## src/rtl/muldiv_pkg.sv

```systemverilog
// Shared encodings and constants for the HI/LO multiply/divide unit.
package muldiv_pkg;

   localparam logic [1:0] OP_MULT  = 2'b00;
   localparam logic [1:0] OP_MULTU = 2'b01;
   localparam logic [1:0] OP_DIV   = 2'b10;
   localparam logic [1:0] OP_DIVU  = 2'b11;

   localparam int          ITER_COUNT = 32;
   localparam logic [31:0] DIV0_QUOT  = 32'hFFFF_FFFF;

   typedef enum logic {
      IDLE,
      RUN
   } state_e;

endpackage

```

## src/rtl/muldiv_hilo_div_restore_step.sv

```systemverilog
// One restoring-division iteration: shift in a dividend bit, trial-subtract the divisor.
module div_restore_step (
   input  logic [31:0] rem_in,
   input  logic        dividend_bit,
   input  logic [31:0] divisor,
   output logic [31:0] rem_out,
   output logic        quot_bit
);

   logic [32:0] shifted;
   logic [32:0] diff;

   // A borrow out of bit 32 means the divisor did not fit, so restore.
   assign shifted  = {rem_in, dividend_bit};
   assign diff     = shifted - {1'b0, divisor};
   assign quot_bit = ~diff[32];
   assign rem_out  = quot_bit ? diff[31:0] : shifted[31:0];

endmodule

```

## src/rtl/muldiv_hilo.sv

```systemverilog
// Iterative MULT/MULTU/DIV/DIVU unit owning the HI/LO registers.
// Optional single-cycle multiply when MULDIV_FAST_MUL_EN is defined.
module muldiv_hilo
   import muldiv_pkg::*;
(
   input  logic        clk,
   input  logic        rst_n,
   input  logic        start,
   input  logic [1:0]  op,
   input  logic [31:0] a,
   input  logic [31:0] b,
   input  logic        hi_we,
   input  logic        lo_we,
   input  logic [31:0] wdata,
   output logic        busy,
   output logic        done,
   output logic [31:0] hi,
   output logic [31:0] lo
);

   state_e      state_q, state_d;
   logic [4:0]  count_q, count_d;
   logic [1:0]  op_q, op_d;
   logic [31:0] opnd_q, opnd_d;
   logic [63:0] acc_q, acc_d;
   logic        neg_q, neg_d;
   logic        neg_rem_q, neg_rem_d;
   logic        div0_q, div0_d;
   logic [31:0] hi_q, hi_d;
   logic [31:0] lo_q, lo_d;
   logic        busy_q, busy_d;
   logic        done_q, done_d;

   logic        a_neg, b_neg;
   logic [31:0] abs_a, abs_b;
   logic [32:0] mul_sum;
   logic [63:0] mul_next, div_next, iter_next, prod;
   logic [31:0] rem_out, quot, rem;
   logic        quot_bit;
   logic        fast_sel;
   logic [63:0] fast_prod;

   assign a_neg = ~op[0] & a[31];
   assign b_neg = ~op[0] & b[31];
   assign abs_a = a_neg ? -a : a;
   assign abs_b = b_neg ? -b : b;

   // acc holds {partial, multiplier} for multiply and {remainder, dividend/quotient} for divide.
   assign mul_sum  = {1'b0, acc_q[63:32]} + {1'b0, (acc_q[0] ? opnd_q : 32'd0)};
   assign mul_next = {mul_sum, acc_q[31:1]};

   div_restore_step u_step (
      .rem_in       (acc_q[63:32]),
      .dividend_bit (acc_q[31]),
      .divisor      (opnd_q),
      .rem_out      (rem_out),
      .quot_bit     (quot_bit)
   );

   assign div_next = {rem_out, acc_q[30:0], quot_bit};

`ifdef MULDIV_FAST_MUL_EN
   assign fast_sel  = ~op_q[1];
   assign fast_prod = 64'(opnd_q) * 64'(acc_q[31:0]);
`else
   assign fast_sel  = 1'b0;
   assign fast_prod = 64'd0;
`endif

   assign iter_next = fast_sel ? fast_prod : (op_q[1] ? div_next : mul_next);
   assign prod      = neg_q ? -iter_next : iter_next;
   assign quot      = iter_next[31:0];
   assign rem       = iter_next[63:32];

   always_comb begin
      state_d   = state_q;
      count_d   = count_q;
      op_d      = op_q;
      opnd_d    = opnd_q;
      acc_d     = acc_q;
      neg_d     = neg_q;
      neg_rem_d = neg_rem_q;
      div0_d    = div0_q;
      hi_d      = hi_q;
      lo_d      = lo_q;
      busy_d    = busy_q;
      done_d    = 1'b0;
      case (state_q)
         IDLE: begin
            if (start) begin
               op_d      = op;
               neg_d     = a_neg ^ b_neg;
               count_d   = 5'(ITER_COUNT - 1);
               state_d   = RUN;
               busy_d    = 1'b1;
               if (op[1]) begin
                  opnd_d    = abs_b;
                  acc_d     = {32'd0, abs_a};
                  neg_rem_d = a_neg;
                  div0_d    = (b == 32'd0);
               end else begin
                  opnd_d    = abs_a;
                  acc_d     = {32'd0, abs_b};
                  neg_rem_d = 1'b0;
                  div0_d    = 1'b0;
               end
            end else begin
               if (hi_we) hi_d = wdata;
               if (lo_we) lo_d = wdata;
            end
         end
         RUN: begin
            acc_d   = iter_next;
            count_d = count_q - 5'd1;
            if (count_q == 5'd0 || fast_sel) begin
               state_d = IDLE;
               busy_d  = 1'b0;
               done_d  = 1'b1;
               if (op_q[1]) begin
                  lo_d = div0_q ? DIV0_QUOT : (neg_q ? -quot : quot);
                  hi_d = neg_rem_q ? -rem : rem;
               end else begin
                  hi_d = prod[63:32];
                  lo_d = prod[31:0];
               end
            end
         end
         default: state_d = IDLE;
      endcase
   end

   always_ff @(posedge clk) begin
      if (!rst_n) begin
         state_q   <= IDLE;
         count_q   <= 5'd0;
         op_q      <= OP_MULT;
         opnd_q    <= 32'd0;
         acc_q     <= 64'd0;
         neg_q     <= 1'b0;
         neg_rem_q <= 1'b0;
         div0_q    <= 1'b0;
         hi_q      <= 32'd0;
         lo_q      <= 32'd0;
         busy_q    <= 1'b0;
         done_q    <= 1'b0;
      end else begin
         state_q   <= state_d;
         count_q   <= count_d;
         op_q      <= op_d;
         opnd_q    <= opnd_d;
         acc_q     <= acc_d;
         neg_q     <= neg_d;
         neg_rem_q <= neg_rem_d;
         div0_q    <= div0_d;
         hi_q      <= hi_d;
         lo_q      <= lo_d;
         busy_q    <= busy_d;
         done_q    <= done_d;
      end
   end

   assign busy = busy_q;
   assign done = done_q;
   assign hi   = hi_q;
   assign lo   = lo_q;

endmodule

```

## config.mk

```make
export PLATFORM = sky130hd
export DESIGN_NAME = muldiv_hilo
export DESIGN_NICKNAME = d
export VERILOG_FILES = /design/src/rtl/muldiv_pkg.sv /design/src/rtl/muldiv_hilo_div_restore_step.sv /design/src/rtl/muldiv_hilo.sv
export SDC_FILE = /design/constraint.sdc
export NUM_CORES = 1
export LEC_CHECK = 0
export BUFFER_PORTS_ARGS = -buffer_cell sky130_fd_sc_hd__buf_2
export CAP_MARGIN = 20
export CELL_PAD_IN_SITES_DETAIL_PLACEMENT = 1
export CELL_PAD_IN_SITES_GLOBAL_PLACEMENT = 1
export CORE_ASPECT_RATIO = 0.7
export CORE_MARGIN = 5
export CORE_UTILIZATION = 40
export DETAILED_ROUTE_END_ITERATION = 8
export GPL_TIMING_DRIVEN = 0
export PLACE_DENSITY = 0.8
export SYNTH_ARGS = -nofsm -noshare
export SYNTH_HDL_FRONTEND = slang
export SYNTH_HIERARCHICAL = 1
export SYNTH_SLANG_ARGS = --single-unit
```

## constraint.sdc

```tcl
create_clock -name clk -period 7.2 [get_ports clk]
set_clock_uncertainty 0.15 [all_clocks]
set_input_delay 0.72 -clock clk [delete_from_list [all_inputs] [get_ports clk]]
set_output_delay 0.72 -clock clk [all_outputs]
set_load 0.05 [all_outputs]
```

==> results.tsv <==
stage	metric	value	unit
synthesis	Synth cell types	114	
synthesis	Top FF cell, synth	dfxtp_1	
layout	share of post-route cells with drive strength above 1	13.44	%
placed_design	GPL Wtd Cong	1.013	
synthesis	Seq/Total Area, Yosys	21.34	%
clock_network	Clk Tree Root Cell	clkbuf_16	
critical_path	crit-path max cell delay	0.54	ns
critical_path	Critical Path AT	7.16	ns
timing	Final setup violation count	0	
route	Via density	6.410	
timing	Setup TNS	0	ns
timing	final-report max-slew violation count	0	
layout	Fillers	5119	
layout	most common cell after layout, fill and taps aside	nand2_1	
synthesis	FF+latch count, synth	172	
synthesis	syn nets	2365	
power_and_ir_drop	Comb power frac	41.0	%
layout	Final #Nets	2550	
critical_path	critical path class	reg -> reg	
synthesis	EDFF count, synth	0	
clock_network	clock-pin slew on the worst setup and hold paths	0.09	ns
clock_network	clock sink count	172	
flow_run	max cap viols	0	
floorplanning	core area	39760	um2
synthesis	Avg Inst Size Synth	7.367	um2
synthesis	top cell type's share of synthesized area	21.34	%
route	Starting DRT DRC Count	2083	
clock_network	Clk Latency, worst-skew pair	0.46	ns
placed_design	DP Wirelength	65010	um
global_routing	vias in the first global route	18509	
power_and_ir_drop	Tot Pwr	3.514	mW
power_and_ir_drop	switching portion of total power	44.32	%
floorplanning	Top Ports	169	
timing	Final Cycle Share	96.57	%
synthesis	synth top area cells	dfxtp_1 21%, a21oi_1 6.1%, nand2_1 5.4%, ha_1 5.4%, nor2_1 5.0%	
power_and_ir_drop	sw power	1.557	mW
synthesis	Mapped Area	16130	um2
timing	Min Clock Period, post-route	6.953	ns
global_routing	initial antenna violation count	0	
critical_path	R2R Setup Slk	0.25	ns
layout	ANT cells	0	
synthesis	fraction of the mapped netlist area in compound gates	29.80	%
layout	area delta synth->final	13.02	%
global_routing	first-pass GRT wire length	117700	um
synthesis	ys async rst share	0	%
floorplanning	Die Area	44520	um2
synthesis	Synth area leader	dfxtp_1	
clock_network	Max clock buf depth	2	
critical_path	Slowest cell on crit path	dfxtp_1	
synthesis	mux contribution to synthesized area	5.692	%
synthesis	combinational family with the most area after synthesis	compound AO/OA/AOI/OAI gates	
timing	worst rel slew slack	12.70	%
power_and_ir_drop	clock share of power	27.4	%
clock_network	number of buffers created by CTS	17	
critical_path	Startpoint Class	flip-flop	
layout	most frequent cells in the layout	234 x nand2_1, 213 x nor2_1, 198 x a21oi_1	
synthesis	Yosys warnings	6	
timing	fmax	143.8	MHz
critical_path	CP max FO	11	
synthesis	Cells after Synth	2190	
floorplanning	cell row count	61	
synthesis	adder-cell share of the synthesized area	5.677	%
timing	Final Hold Viols	0	
run_status	run status	completed	
floorplanning	die width	250.0	um
floorplanning	Die Height	178.0	um
timing	worst slew pin tran	1.298	ns
global_routing	largest net degree at the start of global routing	20	
power_and_ir_drop	Cell Pwr Density	192.7	nW/um2
route	Final ANT Viol Nets	0	
timing	final worst slack	0.2473	ns
route	drt drc	0	
critical_path	CP top delay family	compound AO/OA/AOI/OAI gates	
route	First-pass DRT Iterations	6	
floorplanning	Initial Util	40.57	%
power_and_ir_drop	Reg power frac	31.6	%
clock_network	CTS H-Tree Depth	4	
route	total length of routed wires	79390	um
power_and_ir_drop	Peak VDD IR	0.0001693	V
placed_design	pre-CTS WS	0.3488	ns
critical_path	CP Buf/Inv Count	4	
power_and_ir_drop	Cell Int Power	1.957	mW
critical_path	Worst setup EP type	flip-flop	
critical_path	Crit path required time	7.41	ns
global_routing	total congestion overflow	0	
timing	Min Hold Slack	0.3287	ns
power_and_ir_drop	Pleak	7.467	nW
min_path	worst min-delay path category	reg -> reg	
synthesis	xor and xnor area share after synthesis	8.143	%
placed_design	Port-buffer cells	166	
route	WL/cell	27.16	um
clock_network	CTS tree	done	
synthesis	Simple-Gate Fraction of Synth Area	23.54	%
global_routing	Total GRT Usage	34.10	%
route	routed vias	18736	
timing	unrepaired setup endpoints after global routing	no	
[registers in the layout, summed over array words and instances, names as in the netlist]
| signal | cells |
|---|---|
| hi | 32 |
| div0_q | 1 |
| lo | 32 |
| neg_q | 1 |
| op_q | 1 |
| busy | 1 |
| count_q | 5 |
| done | 1 |
| opnd_q | 32 |
| state_q | 1 |
| neg_rem_q | 1 |
| acc_q | 64 |
[worst paths after layout]
path	start	end	cells after the start
worst max-delay path	acc_q[31]	hi[30]	26
worst min-delay path	hi[28]	hi[28]	2
worst max register to register	acc_q[31]	hi[30]	26
worst min register to register	hi[28]	hi[28]	2
[stage by stage]
stage	cells	util, %	cell area [um2]
floorplan	2190	-	16130
global placement	2891	44.35	17630
detailed placement	2891	44.35	17630
CTS	2923	45.84	18230
global route	2923	45.86	18240
finish	2923	45.86	18240
[synthesized netlist by cell type (17+ instances only)]
master and instances:
buf_2 18, a21oi_1 198, dfxtp_1 172, o211ai_1 38
xnor2_1 69, xor2_1 81, o21ai_0 136, and2_1 38
nor2b_1 21, nor2_1 213, or3_1 20, clkbuf_1 101
nand2_1 234, a21o_1 37, a211oi_1 88, a31oi_1 51
nand4_1 17, and3_1 35, nor3_1 61, inv_1 67
o31ai_1 19, o21a_1 21, ha_1 70, nand3_1 45
mux2i_1 52, mux2_4 19
[routing by layer]
layer	part of all wire [%]	GRT usage (%)
met4	2.3	7.818
met2	40	49.50
met3	12	10.36
met1	46	49.63
met5	0	0
[logic make-up (layout without fill, tap and decap cells)]
group / after synthesis / in the layout
flops: 172 / 172
simple gates: 779 / 779
buf+inv: 215 / 413
mux: 80 / 80
compound gates: 722 / 722
fa+ha+maj: 72 / 72
xor+xnor: 150 / 150
[worst min-delay path, stage by stage, from the launching register on]
cell	delay [ns]
dfxtp_1	0.32
nand2_1	0.05
a221oi_1	0.06
[what timing repair did]
action | 4_1_cts | 5_1_grt
hold buffers | 0 | 0
endpoints found under the setup margin | 0 | 1
buffers inserted | 0 | 0
resized for setup | 0 | 1
[cell type report]
type / count / area, um2 / area share (%)
sequential: 172 / 3443 / 18.88
timing repair buffer: 166 / 830.8 / 4.556
clock buffer: 17 / 425.4 / 2.333
tap: 535 / 669.4 / 3.671
inverter: 70 / 270.3 / 1.482
clock inverter: 15 / 168.9 / 0.9263
buffer: 145 / 666.9 / 3.657
multi-input combinational: 1803 / 11760 / 64.49
[power by group through the flow]
stage          combinational, mW  sequential [mW]  clock [mW]
6_report                    1.44             1.11       0.963
5_1_grt                     1.52             1.11       0.986
4_1_cts                     1.39             1.10       0.951
3_5_place_dp                1.38             1.13           0
3_3_place_gp                1.35             1.12           0
2_1_floorplan              0.820             1.20           0
Power figures use the tool's default switching activity.
